$ cat config.mk
export PLATFORM = sky130hd
export DESIGN_NAME = regbank_seq_ctrl
export DESIGN_NICKNAME = d
export VERILOG_FILES = /design/src/rtl/regbank_seq_ctrl.sv
export SDC_FILE = /design/constraint.sdc
export NUM_CORES = 1
export LEC_CHECK = 0
export BUFFER_PORTS_ARGS = -buffer_cell sky130_fd_sc_hd__clkbuf_2
export CORE_MARGIN = 1
export CORE_UTILIZATION = 47
export CTS_CLUSTER_DIAMETER = 150
export DETAILED_ROUTE_END_ITERATION = 16
export MAX_ROUTING_LAYER = met4
export PLACE_DENSITY = 0.81
export SLEW_MARGIN = 20
export SYNTH_ARGS = -nofsm -noshare
export SYNTH_HDL_FRONTEND = slang
export SYNTH_SLANG_ARGS = --single-unit
$ cat constraint.sdc
create_clock -name clk -period 5.9 [get_ports clk]
set_clock_uncertainty 0.1 [all_clocks]
set_input_delay 1.18 -clock clk [delete_from_list [all_inputs] [get_ports clk]]
set_output_delay 1.18 -clock clk [all_outputs]
set_load 0.02 [all_outputs]
$ cat src/rtl/regbank_seq_ctrl.sv
// regbank_seq_ctrl: multi-cycle control sequencer for the 16x16 register
// bank and ALU. It accepts one 16-bit instruction per valid/ready handshake
// and walks IDLE -> DECODE -> EXEC -> WB. Illegal instructions skip EXEC.
// WB may accept the next instruction back-to-back.
//
// Optional build macro REGBANK_SEQ_RETIRE_CNT_EN adds a 16-bit retire_cnt
// output. The counter advances once per legal retirement and wraps.
module regbank_seq_ctrl #(
    parameter int NREGS = 16,
    parameter int WIDTH = 16
) (
    input  logic             clk,
    input  logic             reset,
    input  logic             instr_valid,
    input  logic [15:0]      instr,
    output logic             instr_ready,
    output logic [3:0]       rd_sel_a,
    output logic [3:0]       rd_sel_b,
    output logic             imm_sel,
    output logic [WIDTH-1:0] imm_val,
    output logic [3:0]       alu_op,
    output logic [NREGS-1:0] reg_en,
    output logic             flag_we,
    output logic             done,
`ifdef REGBANK_SEQ_RETIRE_CNT_EN
    output logic             illegal,
    output logic [15:0]      retire_cnt
`else
    output logic             illegal
`endif
);

    localparam logic [3:0] ALU_ADD = 4'd0;
    localparam logic [3:0] ALU_SUB = 4'd1;
    localparam logic [3:0] ALU_CMP = 4'd2;
    localparam logic [3:0] ALU_AND = 4'd3;
    localparam logic [3:0] ALU_OR  = 4'd4;
    localparam logic [3:0] ALU_XOR = 4'd5;
    localparam logic [3:0] ALU_MOV = 4'd6;
    localparam logic [3:0] ALU_LUI = 4'd7;

    typedef enum logic [1:0] {
        S_IDLE   = 2'd0,
        S_DECODE = 2'd1,
        S_EXEC   = 2'd2,
        S_WB     = 2'd3
    } state_t;

    state_t             state_q;
    logic               instr_ready_q;
    logic [3:0]         rd_sel_a_q;
    logic [3:0]         rd_sel_b_q;
    logic               imm_sel_q;
    logic [WIDTH-1:0]   imm_val_q;
    logic [3:0]         alu_op_q;
    logic [NREGS-1:0]   reg_en_q;
    logic               flag_we_q;
    logic               done_q;
    logic               illegal_q;

    // Only the opcode and low byte are needed to decode. The register
    // fields go straight into the read-select registers.
    logic [3:0]         op_q;
    logic [7:0]         imm8_q;

    logic               accept;

    logic               legal_d;
    logic [3:0]         alu_op_d;
    logic               imm_sel_d;
    logic [WIDTH-1:0]   imm_val_d;
    logic               wr_en_d;
    logic               flag_we_d;

    // A handshake is possible only when instr_ready is high, which is only in IDLE or WB.
    assign accept = instr_valid && instr_ready_q;

    // Latch the fields of the accepted instruction that the decoder needs.
    always_ff @(posedge clk) begin
        if (accept) begin
            op_q   <= instr[15:12];
            imm8_q <= instr[7:0];
        end
    end

    // Decode the latched instruction into ALU controls and write-back intent.
    always_comb begin
        legal_d   = 1'b1;
        alu_op_d  = ALU_ADD;
        imm_sel_d = 1'b0;
        imm_val_d = '0;
        wr_en_d   = 1'b0;
        flag_we_d = 1'b0;
        if (op_q == 4'b0000) begin
            unique case (imm8_q[7:4])
                4'b0101: alu_op_d = ALU_ADD;
                4'b1001: alu_op_d = ALU_SUB;
                4'b1011: alu_op_d = ALU_CMP;
                4'b0001: alu_op_d = ALU_AND;
                4'b0010: alu_op_d = ALU_OR;
                4'b0011: alu_op_d = ALU_XOR;
                4'b1101: alu_op_d = ALU_MOV;
                default: legal_d  = 1'b0;
            endcase
        end else begin
            imm_sel_d = 1'b1;
            unique case (op_q)
                4'b0101: begin alu_op_d = ALU_ADD; imm_val_d = {{(WIDTH-8){imm8_q[7]}}, imm8_q}; end
                4'b1001: begin alu_op_d = ALU_SUB; imm_val_d = {{(WIDTH-8){imm8_q[7]}}, imm8_q}; end
                4'b1011: begin alu_op_d = ALU_CMP; imm_val_d = {{(WIDTH-8){imm8_q[7]}}, imm8_q}; end
                4'b1101: begin alu_op_d = ALU_MOV; imm_val_d = {{(WIDTH-8){imm8_q[7]}}, imm8_q}; end
                4'b0001: begin alu_op_d = ALU_AND; imm_val_d = {{(WIDTH-8){1'b0}}, imm8_q}; end
                4'b0010: begin alu_op_d = ALU_OR;  imm_val_d = {{(WIDTH-8){1'b0}}, imm8_q}; end
                4'b0011: begin alu_op_d = ALU_XOR; imm_val_d = {{(WIDTH-8){1'b0}}, imm8_q}; end
                4'b1111: begin alu_op_d = ALU_LUI; imm_val_d = {imm8_q, {(WIDTH-8){1'b0}}}; end
                default: begin legal_d = 1'b0; imm_sel_d = 1'b0; end
            endcase
        end
        if (legal_d) begin
            wr_en_d   = (alu_op_d != ALU_CMP);
            flag_we_d = (alu_op_d == ALU_ADD) || (alu_op_d == ALU_SUB) ||
                        (alu_op_d == ALU_CMP);
        end
    end

    // Sequencer FSM. Every output is a register that is updated here.
    always_ff @(posedge clk) begin
        if (reset) begin
            state_q       <= S_IDLE;
            instr_ready_q <= 1'b0;
            rd_sel_a_q    <= '0;
            rd_sel_b_q    <= '0;
            imm_sel_q     <= 1'b0;
            imm_val_q     <= '0;
            alu_op_q      <= '0;
            reg_en_q      <= '0;
            flag_we_q     <= 1'b0;
            done_q        <= 1'b0;
            illegal_q     <= 1'b0;
        end else begin
            unique case (state_q)
                S_IDLE: begin
                    instr_ready_q <= 1'b1;
                    if (accept) begin
                        rd_sel_a_q    <= instr[11:8];
                        rd_sel_b_q    <= instr[3:0];
                        instr_ready_q <= 1'b0;
                        state_q       <= S_DECODE;
                    end
                end
                S_DECODE: begin
                    if (legal_d) begin
                        alu_op_q  <= alu_op_d;
                        imm_sel_q <= imm_sel_d;
                        imm_val_q <= imm_val_d;
                        state_q   <= S_EXEC;
                    end else begin
                        // Undecodable: go straight to WB with no write and no flags.
                        alu_op_q      <= '0;
                        imm_sel_q     <= 1'b0;
                        imm_val_q     <= '0;
                        reg_en_q      <= '0;
                        flag_we_q     <= 1'b0;
                        illegal_q     <= 1'b1;
                        done_q        <= 1'b1;
                        instr_ready_q <= 1'b1;
                        state_q       <= S_WB;
                    end
                end
                S_EXEC: begin
                    reg_en_q      <= wr_en_d ? (NREGS'(1) << rd_sel_a_q) : '0;
                    flag_we_q     <= flag_we_d;
                    done_q        <= 1'b1;
                    illegal_q     <= 1'b0;
                    instr_ready_q <= 1'b1;
                    state_q       <= S_WB;
                end
                S_WB: begin
                    reg_en_q  <= '0;
                    flag_we_q <= 1'b0;
                    done_q    <= 1'b0;
                    illegal_q <= 1'b0;
                    if (accept) begin
                        rd_sel_a_q    <= instr[11:8];
                        rd_sel_b_q    <= instr[3:0];
                        instr_ready_q <= 1'b0;
                        state_q       <= S_DECODE;
                    end else begin
                        state_q <= S_IDLE;
                    end
                end
                default: state_q <= S_IDLE;
            endcase
        end
    end

`ifdef REGBANK_SEQ_RETIRE_CNT_EN
    logic [15:0] retire_cnt_q;

    // Count legal retirements. The counter advances as the done pulse ends and wraps naturally.
    always_ff @(posedge clk) begin
        if (reset) begin
            retire_cnt_q <= '0;
        end else if (done_q && !illegal_q) begin
            retire_cnt_q <= retire_cnt_q + 16'd1;
        end
    end

    assign retire_cnt = retire_cnt_q;
`endif

    assign instr_ready = instr_ready_q;
    assign rd_sel_a    = rd_sel_a_q;
    assign rd_sel_b    = rd_sel_b_q;
    assign imm_sel     = imm_sel_q;
    assign imm_val     = imm_val_q;
    assign alu_op      = alu_op_q;
    assign reg_en      = reg_en_q;
    assign flag_we     = flag_we_q;
    assign done        = done_q;
    assign illegal     = illegal_q;

endmodule

# [Yosys cells after proc, flatten, opt, wreduce, memory -nomap -nowiden]
# Cells that the tools add are included.
[totals] output_inout_bits=49 mem_bits_rw=0 latch_bits=0 elab_cells=85 memories=0 input_bits=19 register_bits=63 rom_bits=0
[classes] n_addsub=0 eq_ne=24 n_bitwise=0 div_mod_pow=0 magnitude_cmp=0 shift=1 mul=0 muxes=29 reduce_logical=18
[ops] cell="$pmux W16 S3" n=2
[ops] cell="$mux W16" n=4
[ops] cell="$eq A4 B4 Y1 const B" n=7
[ops] cell="$pmux W3 S7" n=1
[ops] cell="$eq A4 B2 Y1 const B" n=5
[ops] cell="$pmux W3 S6" n=1
[ops] cell="$shl A1 B4 Y16 const A" n=1
[ops] cell="$mux W1" n=13
[ops] cell="$eq A4 B1 Y1 const B" n=3
[ops] cell="$eq A4 B3 Y1 const B" n=2
[ops] cell="$logic_not A4 Y1" n=2
[ops] cell="$mux W4" n=2
[ops] cell="$pmux W2 S4" n=1
[ops] cell="$reduce_and A2 Y1" n=4
[ops] cell="$reduce_or A8 Y1" n=1
[ops] cell="$reduce_or A7 Y1" n=1
[ops] cell="$ne A2 B2 Y1 const B" n=3
[ops] cell="$pmux W1 S3" n=2
[ops] cell="$eq A2 B2 Y1 const B" n=2
[ops] cell="$ne A4 B2 Y1 const B" n=1
[ops] cell="$pmux W1 S4" n=1
[ops] cell="$reduce_or A2 Y1" n=2
[ops] cell="$reduce_or A4 Y1" n=1
[ops] cell="$reduce_bool A3 Y1" n=1
[ops] cell="8 further kinds" n=9

# [Depth between registers and ports, before layout]
# Gate-level depths: netlist of the first run.
[logic_depth] depth_word=8 mapped_depth=8 ltp_nobuf=7

# [Least setup slack after synthesis of the first run]
# OpenSTA, ideal clock, no wires.
[synth_path] path_type="input port to flip-flop" from="input reset" to="register reg_en_q[4], in the netlist reg_en[4]" t_required_ns=5.732 setup_ns=0.068 setup_slack_ns=3.433 arrival_ns=2.300 cell_stages=5 n_path_buf=1 path_cell_list="buf_2 -> nor4b_4 -> o221ai_4 -> or3_4 -> o2bb2ai_2"
[synth_lines] element="start, declared" line="13" text="input logic reset,"
[synth_lines] element="end signal, assigned" line="171" text="reg_en_q <= wr_en_d ? (NREGS'(1) << rd_sel_a_q) : '0;"
[synth_lines] element="end, declared" line="56" text="logic [NREGS-1:0] reg_en_q;"

==> impl_results.md, run 1 <==
* RSZ-0062 raised after global routing: no
* DRC Markers at 0
* Die H at 76.9 um
* Post-synth ARST share at 0%
* Post_cts resized at 0
* Cell count after synthesis at 265
* Tmin final at about 2.6 ns
* Combinational family with the most area after synthesis: compound AO/OA/AOI/OAI gates
* Vias in the first global route at 2041
* Fmax at 381 MHz
* FF+latch count, synth at 62
* Largest net degree at the start of global routing at 36
* Post-Syn Nets at 289
* EDFF count, synth at 12
* Antenna violations before repair at 0
* TritonCTS Buffers at 9
* Initial Utilization at 50.3%
* Final Non-Filler Cells at 402
* Final Util at 60.6%
* IO Pins at 68
* Post-synthesis adder-cell area fraction at 2.37%
* Root Driver: clkbuf_8
* MaxCap Viol Count at 0
* Worst Tran Pin Value at 0.761 ns
* Layout cell share with drive strength beyond 1 at 29.2%
* Sw Share at about 37%
* Int Power at slightly above 0.8 mW
* Unique masters post-synth at 52
* Logic pwr share at 30.0%
* Final setup viols at 0
* Worst skew pair latency at 0.34 ns
* Clk sinks at 62
* Fin. max-slew vios at 0
* DRT iter0 DRCs at roughly 120
* Die area at 5910 sq um
* Mux cell area share after synthesis at 1.19%
* TritonCTS clock tree: yes
* Final Hold Violating Endpoints at 0
* Crit end category: flip-flop
* WL final at 5930 um
* Leak at 1.28 nW
* Outcome: complete, no violations
* Compound-gate portion of the synthesized area at 22.6%
* Placer congestion estimate at between 0.8 and 0.9
* Switch Pwr at about 0.47 mW
* Yosys Warn Count at 0
* Top FF cell, synth: dfxtp_1
* Clock transition at path regs at 0.07 ns
* DR vias/cell at 5.51
* P&R area growth vs syn at 20.4%
* Inst Count DP at 386
* Mapped Avg Cell Area at between 9 and 10 sq um
* Vias at 2214
* Wire per inst at 14.8 um
* Maximum vdd drop at 0.247 mV
* Required @ worst endpoint at ~6.1 ns
* Clock power frac at 26.9%
* Mapped Area at 2640 sq um
* Num rows at 26
* Core area at 5240 sq um
* Hold Crit Class: reg2reg
* WP data arrival at 2.81 ns
* Max clock buf depth at 2
* Drt pass-1 iters at 4
* Grt total ovfl at 0
* Seq/Total Area, Yosys at about half
* Final hold slack at 0.363 ns
* Die Width at ~77 um
* Period utilization at 44.4%
* GRT Total Usage at a little over a fifth
* Post-layout nets at 351
* Buffers on Ports at 66
* Critical path peak fanout at 35
* Global-route wire length before repair at 9560 um
* Final setup TNS at 0 ns
* Post-CTS Hold Buffers at 0
* Crit Path Category: in2reg
* H-tree lvl count at 3
* Synth Area in XOR/XNOR at 0.332%
* Final HPWL DP at 4130 um
* Post-CTS setup buffers at 0
* Simple-gate portion of the synthesized area at 17.9%
* Routed Antenna Nets at 0
* Critical path startpoint category: input pin
* Final antenna diode count at 0
* Sequential share of power at between 40% and 50%
* Power per Cell Area at about 400 nW/um^2
* Relative slew slack at approximately half
## cells in the mapped netlist (2+ instances only)
| cell | number | area (sq um) |
|---|---|---|
| nand3_1 | 3 | 15.0 |
| or3_4 | 2 | 22.5 |
| edfxtp_1 | 12 | 360 |
| buf_2 | 2 | 10.0 |
| inv_1 | 9 | 33.8 |
| nor2b_1 | 6 | 37.5 |
| a22oi_1 | 8 | 60.1 |
| dfxtp_1 | 50 | 1000 |
| a311oi_1 | 2 | 17.5 |
| a31oi_1 | 2 | 12.5 |
| mux2i_1 | 2 | 20.0 |
| nand2b_1 | 3 | 18.8 |
| clkbuf_1 | 10 | 37.5 |
| a22o_1 | 10 | 87.6 |
| buf_4 | 2 | 15.0 |
| nor3_1 | 2 | 10.0 |
| nor3b_2 | 2 | 25.0 |
| a32o_1 | 3 | 30.0 |
| o2bb2ai_2 | 4 | 60.1 |
| nand4b_1 | 2 | 17.5 |
| nand2_1 | 32 | 120 |
| o21ai_0 | 4 | 20.0 |
| a211oi_1 | 5 | 37.5 |
| ha_1 | 5 | 62.6 |
| o21a_1 | 2 | 15.0 |
| a21oi_1 | 29 | 145 |
| nor2_1 | 27 | 101 |
## cells in the final DEF (no fill, tap or decap), types with 6 or more instances in the layout
cell type,netlist,final
nor2b_1,6,6
a22o_1,10,10
clkbuf_2,0,66
nand2_1,32,32
a21oi_1,29,29
inv_1,9,9
clkbuf_8,0,12
dfxtp_1,50,50
edfxtp_1,12,12
nor2_1,27,27
a22oi_1,8,8
## final timing paths
| check | startpoint | endpoint | slack [ns] | cells after the start |
|---|---|---|---|---|
| setup reg to reg | state_q[1]$_SDFFE_PP0P_ | reg_en[5]$_SDFFE_PP0P_ | 3.44 | 7 |
| setup / recovery | reset | reg_en[8]$_SDFFE_PP0P_ | 3.28 | 5 |
| hold / removal | rd_sel_b[2]$_SDFFE_PP0P_ | rd_sel_b[2]$_SDFFE_PP0P_ | 0.36 | 2 |
| hold reg to reg | rd_sel_b[2]$_SDFFE_PP0P_ | rd_sel_b[2]$_SDFFE_PP0P_ | 0.36 | 2 |
## critical path, stage by stage
cell	delay, ns
clkbuf_2	0.42
nor4b_4	0.44
o221ai_4	0.20
or3_4	0.41
o2bb2ai_2	0.14
## kinds of logic after synthesis
logic type | count (synthesis)
AND/OR/NAND/NOR | 91
AO/OA/AOI/OAI | 78
flip-flops | 62
buffers and inverters | 24
adder cells (fa/ha/maj) | 5
multiplexers | 3
other | 1
XOR/XNOR | 1
## power groups by stage
stage               combinational [mW]  sequential, mW  clock, mW
floorplan                        0.251           0.589          0
global placement                 0.373           0.557          0
detailed placement               0.382           0.559          0
CTS                              0.384           0.550      0.350
global route                     0.422           0.560      0.366
finish                           0.384           0.551      0.344
## sequential cells by signal, summed over array words and instances, names as in the netlist
signal and cells:
rd_sel_b 4, instr_ready 1, flag_we 1, reg_en 16, imm_val 16, illegal 1, imm_sel 1, op_q 4
imm8_q 8, done 1, state_q 2, rd_sel_a 4, alu_op 3
## metal layers
layer | GRT usage [%] | wire length, um
met1 | 26.2 | 2650
met2 | 30.5 | 2640
met3 | 5.00 | 392
met4 | 16.5 | 250
met5 | - | 0
## final cells by class
type,count,area [sq um]
Clock buffer,13,169
Clock inverter,3,17.5
Fill cell,448,2060
Inverter,9,33.8
Multi-Input combinational cell,179,1170
Sequential cell,62,1360
Tap cell,70,87.6
Timing Repair Buffer,66,330
## per-stage QoR
step                      power (mW)  instance area [sq um]  worst slack, ns
after floorplan                0.839                   2640             3.43
after global placement         0.931                   2990             2.98
after detailed placement       0.940                   2990             2.93
after CTS                       1.28                   3170             3.28
after global routing            1.35                   3170             3.20
final                           1.28                   3170             3.28
No activity file was read; power rests on OpenSTA's default activity.
==> run 2, diff against run 1 <==
--- a/config.mk
+++ b/config.mk
@@ -11,7 +11,7 @@
 export CTS_CLUSTER_DIAMETER = 150
 export DETAILED_ROUTE_END_ITERATION = 16
 export MAX_ROUTING_LAYER = met4
-export PLACE_DENSITY = 0.81
+export PLACE_DENSITY = 0.84
 export SLEW_MARGIN = 20
 export SYNTH_ARGS = -nofsm -noshare
 export SYNTH_HDL_FRONTEND = slang
==> constraint.sdc (replaced) <==
create_clock -name clk -period 2.3 [get_ports clk]
set_clock_uncertainty 0.1 [all_clocks]
set_input_delay 0.46 -clock clk [delete_from_list [all_inputs] [get_ports clk]]
set_output_delay 0.46 -clock clk [all_outputs]
set_load 0.02 [all_outputs]
==> run 2 against run 1 <==
Final area up 3.2%. Clock power grew to 2.7 times the previous value. First-iteration DRC count rose by 120%. Sequential share of layout area decreased by 1.3 points. Wire length increased by 4.2%. Die area unchanged. Critical path type is now reg2reg. Largest cell class unchanged.
==> impl_results.md, run 2 (synthesis gave the netlist of run 1 again) <==
* Antenna violations before repair at 0 (unchanged)
* WL final at 6190 um (was 5930 um)
* Sw Share at 36.4% (was 36.7%)
* Critical path peak fanout at 17 (was 35)
* TritonCTS clock tree: yes (unchanged)
* Vias in the first global route at 2044 (was 2041)
* Critical path startpoint category: flip-flop (was input pin)
* Wire per inst at 14.9 um (was 14.8 um)
* Clk sinks at 62 (unchanged)
* Most frequent cells in the layout: 66 x clkbuf_2, 50 x dfxtp_1, 32 x nand2_1 (unchanged)
* Maximum vdd drop at 0.730 mV (was 0.247 mV)
* Required @ worst endpoint at 2.42 ns (was 6.09 ns)
* Worst R2R Path Depth at 7 (unchanged)
* Die H at 76.9 um (unchanged)
* Final antenna diode count at 0 (unchanged)
* Worst Tran Pin Value at 0.586 ns (was 0.761 ns)
* TritonCTS Buffers at 9 (unchanged)
* Clock transition at path regs at 0.07 ns (about the same)
* Worst skew pair latency at 0.34 ns (about the same)
* Die area at 5910 sq um (unchanged)
* Final setup viols at 0 (unchanged)
* P&R area growth vs syn at 24.2% (was 20.4%)
* Period utilization at between 90% and 100%
* Post-layout nets at 363 (was 351)
* Logic pwr share at 32.0% (was 30.0%)
* Root Driver: clkbuf_8 (unchanged)
* Drt pass-1 iters at 4 (unchanged)
* Sequential share of power at 40.8% (was 43.1%)
* MaxCap Viol Count at 0 (unchanged)
* Total power at 3.40 mW (was 1.28 mW)
* R2R Path End: reg_en[1]$_SDFFE_PP0P_ (was reg_en[5]$_SDFFE_PP0P_)
* Post_cts resized at 0 (unchanged)
* Int Power at 2.16 mW (was 0.809 mW)
* Tmin final at 2.23 ns
* Grt total ovfl at 0 (unchanged)
* Post-CTS setup buffers at 0 (unchanged)
* Final HPWL DP at 4420 um (was 4130 um)
* Buffers on Ports at 66 (unchanged)
* Core area at 5240 sq um (unchanged)
* Final setup TNS at 0 ns (unchanged)
* Final Hold Violating Endpoints at 0 (unchanged)
* Largest net degree at the start of global routing at 35 (was 36)
* Min setup slack post-route at 0.0717 ns (was 3.28 ns)
* CP endpoint: reg_en[1]$_SDFFE_PP0P_ (was reg_en[8]$_SDFFE_PP0P_)
* Post-CTS Hold Buffers at 0 (unchanged)
* Routed Antenna Nets at 0 (unchanged)
* RSZ-0062 raised after global routing: no (unchanged)
* Crit. Startpoint: state_q[1]$_SDFFE_PP0P_ (was reset)
* R2R Path Start: state_q[1]$_SDFFE_PP0P_ (unchanged)
* DRT iter0 DRCs at 262 (was 117)
* Multi-input logic area at 1170 sq um (unchanged)
* Hold Crit Class: in2reg (was reg2reg)
* DR vias/cell at 5.48 (was 5.51)
* Placer congestion estimate at 0.858 (was 0.834)
* R2r setup slk at 0.07 ns (was 3.44 ns)
* Fmax at 449 MHz
* Leak at 1.35 nW (was 1.28 nW)
* Layout cell share with drive strength beyond 1 at 31.4% (was 29.2%)
* GRT Total Usage at 22.9% (was 21.5%)
* IO Pins at 68 (unchanged)
* DRC Markers at 0 (unchanged)
* Clock power frac at 27.2% (was 26.9%)
* Global-route wire length before repair at 10100 um (was 9560 um)
* Commonest non-fill, non-tap cell in the layout: clkbuf_2 (unchanged)
* Register area at 1360 sq um (unchanged)
* H-tree lvl count at 3 (unchanged)
* Outcome: complete, no violations (unchanged)
* Relative slew slack at 59.8% (was 49.3%)
* Fin. max-slew vios at 0 (unchanged)
* Switch Pwr at 1.24 mW (was 0.469 mW)
* Vias at 2269 (was 2214)
* Fillers at 438 (was 448)
* Pre-CTS setup slack at 0.131 ns (was 2.93 ns)
* WP data arrival at 2.35 ns (was 2.81 ns)
* Power per Cell Area at 1040 nW/um^2 (was 403 nW/um^2)
* Crit Path Category: reg2reg (was in2reg)
* Die Width at 76.9 um (unchanged)
* Num rows at 26 (unchanged)
* Max clock buf depth at 2 (unchanged)
* Initial Utilization at 50.3% (unchanged)
* Crit end category: flip-flop (unchanged)
-- run 2: routing by layer --
metal,vias up,wire length (um),GRT usage (%)
met5,-,0,-
met4,0,126,12.1
met3,11,374,6.43
met2,79,2880,32.3
met1,1080,2810,29.7
li1,1099,-,-
-- run 2: per-stage QoR --
step | cell area, sq um | util, % | std cells | hold WS, ns
floorplan | 2640 | - | 265 | 0.376
global placement | 3080 | 58.8 | 398 | 0.343
detailed placement | 3080 | 58.8 | 398 | 0.355
CTS | 3270 | 62.5 | 414 | 0.178
global route | 3270 | 62.5 | 414 | 0.177
finish | 3270 | 62.5 | 414 | 0.197
-- run 2: final cells by class --
cell class / instances / area share (%)
clock buffers: 13 / 5.54
clock inverters: 3 / 0.459
inverters: 9 / 1.03
multi-input cells: 179 / 35.9
flip-flops and latches: 62 / 41.6
well taps: 70 / 2.67
repair buffers: 78 / 12.8
-- run 2: worst min-delay path by stage --
stage / cells past startpoint / slack, ns / to / start
2_1_floorplan: 2 / 0.38 / state_q[1]$_SDFFE_PP0P_ / state_q[1]$_SDFFE_PP0P_
3_3_place_gp: 2 / 0.34 / rd_sel_b[0]$_SDFFE_PP0P_ / rd_sel_b[0]$_SDFFE_PP0P_
3_5_place_dp: 1 / 0.35 / reg_en[14]$_SDFFE_PP0P_ / reg_en[14]$_SDFFE_PP0P_
4_1_cts: 1 / 0.18 / imm8_q[6]$_DFFE_PP_ / instr[6]
5_1_grt: 1 / 0.18 / imm8_q[6]$_DFFE_PP_ / instr[6]
6_report: 1 / 0.20 / imm8_q[6]$_DFFE_PP_ / instr[6]
-- run 2: power groups by stage --
stage          combinational, mW  sequential (mW)  clock [mW]
2_1_floorplan              0.643             1.51           0
3_3_place_gp                1.03             1.40           0
3_5_place_dp                1.06             1.40           0
4_1_cts                     1.08             1.38       0.945
5_1_grt                     1.20             1.40       0.988
6_report                    1.09             1.39       0.925
-- run 2: critical path: stages (launching register included) --
cell and delay, ns:
dfxtp_1 0.38, inv_1 0.11, ha_1 0.25, nor2b_1 0.17, mux2_2 0.30, a211oi_2 0.37
nor2_4 0.17, a22o_1 0.27
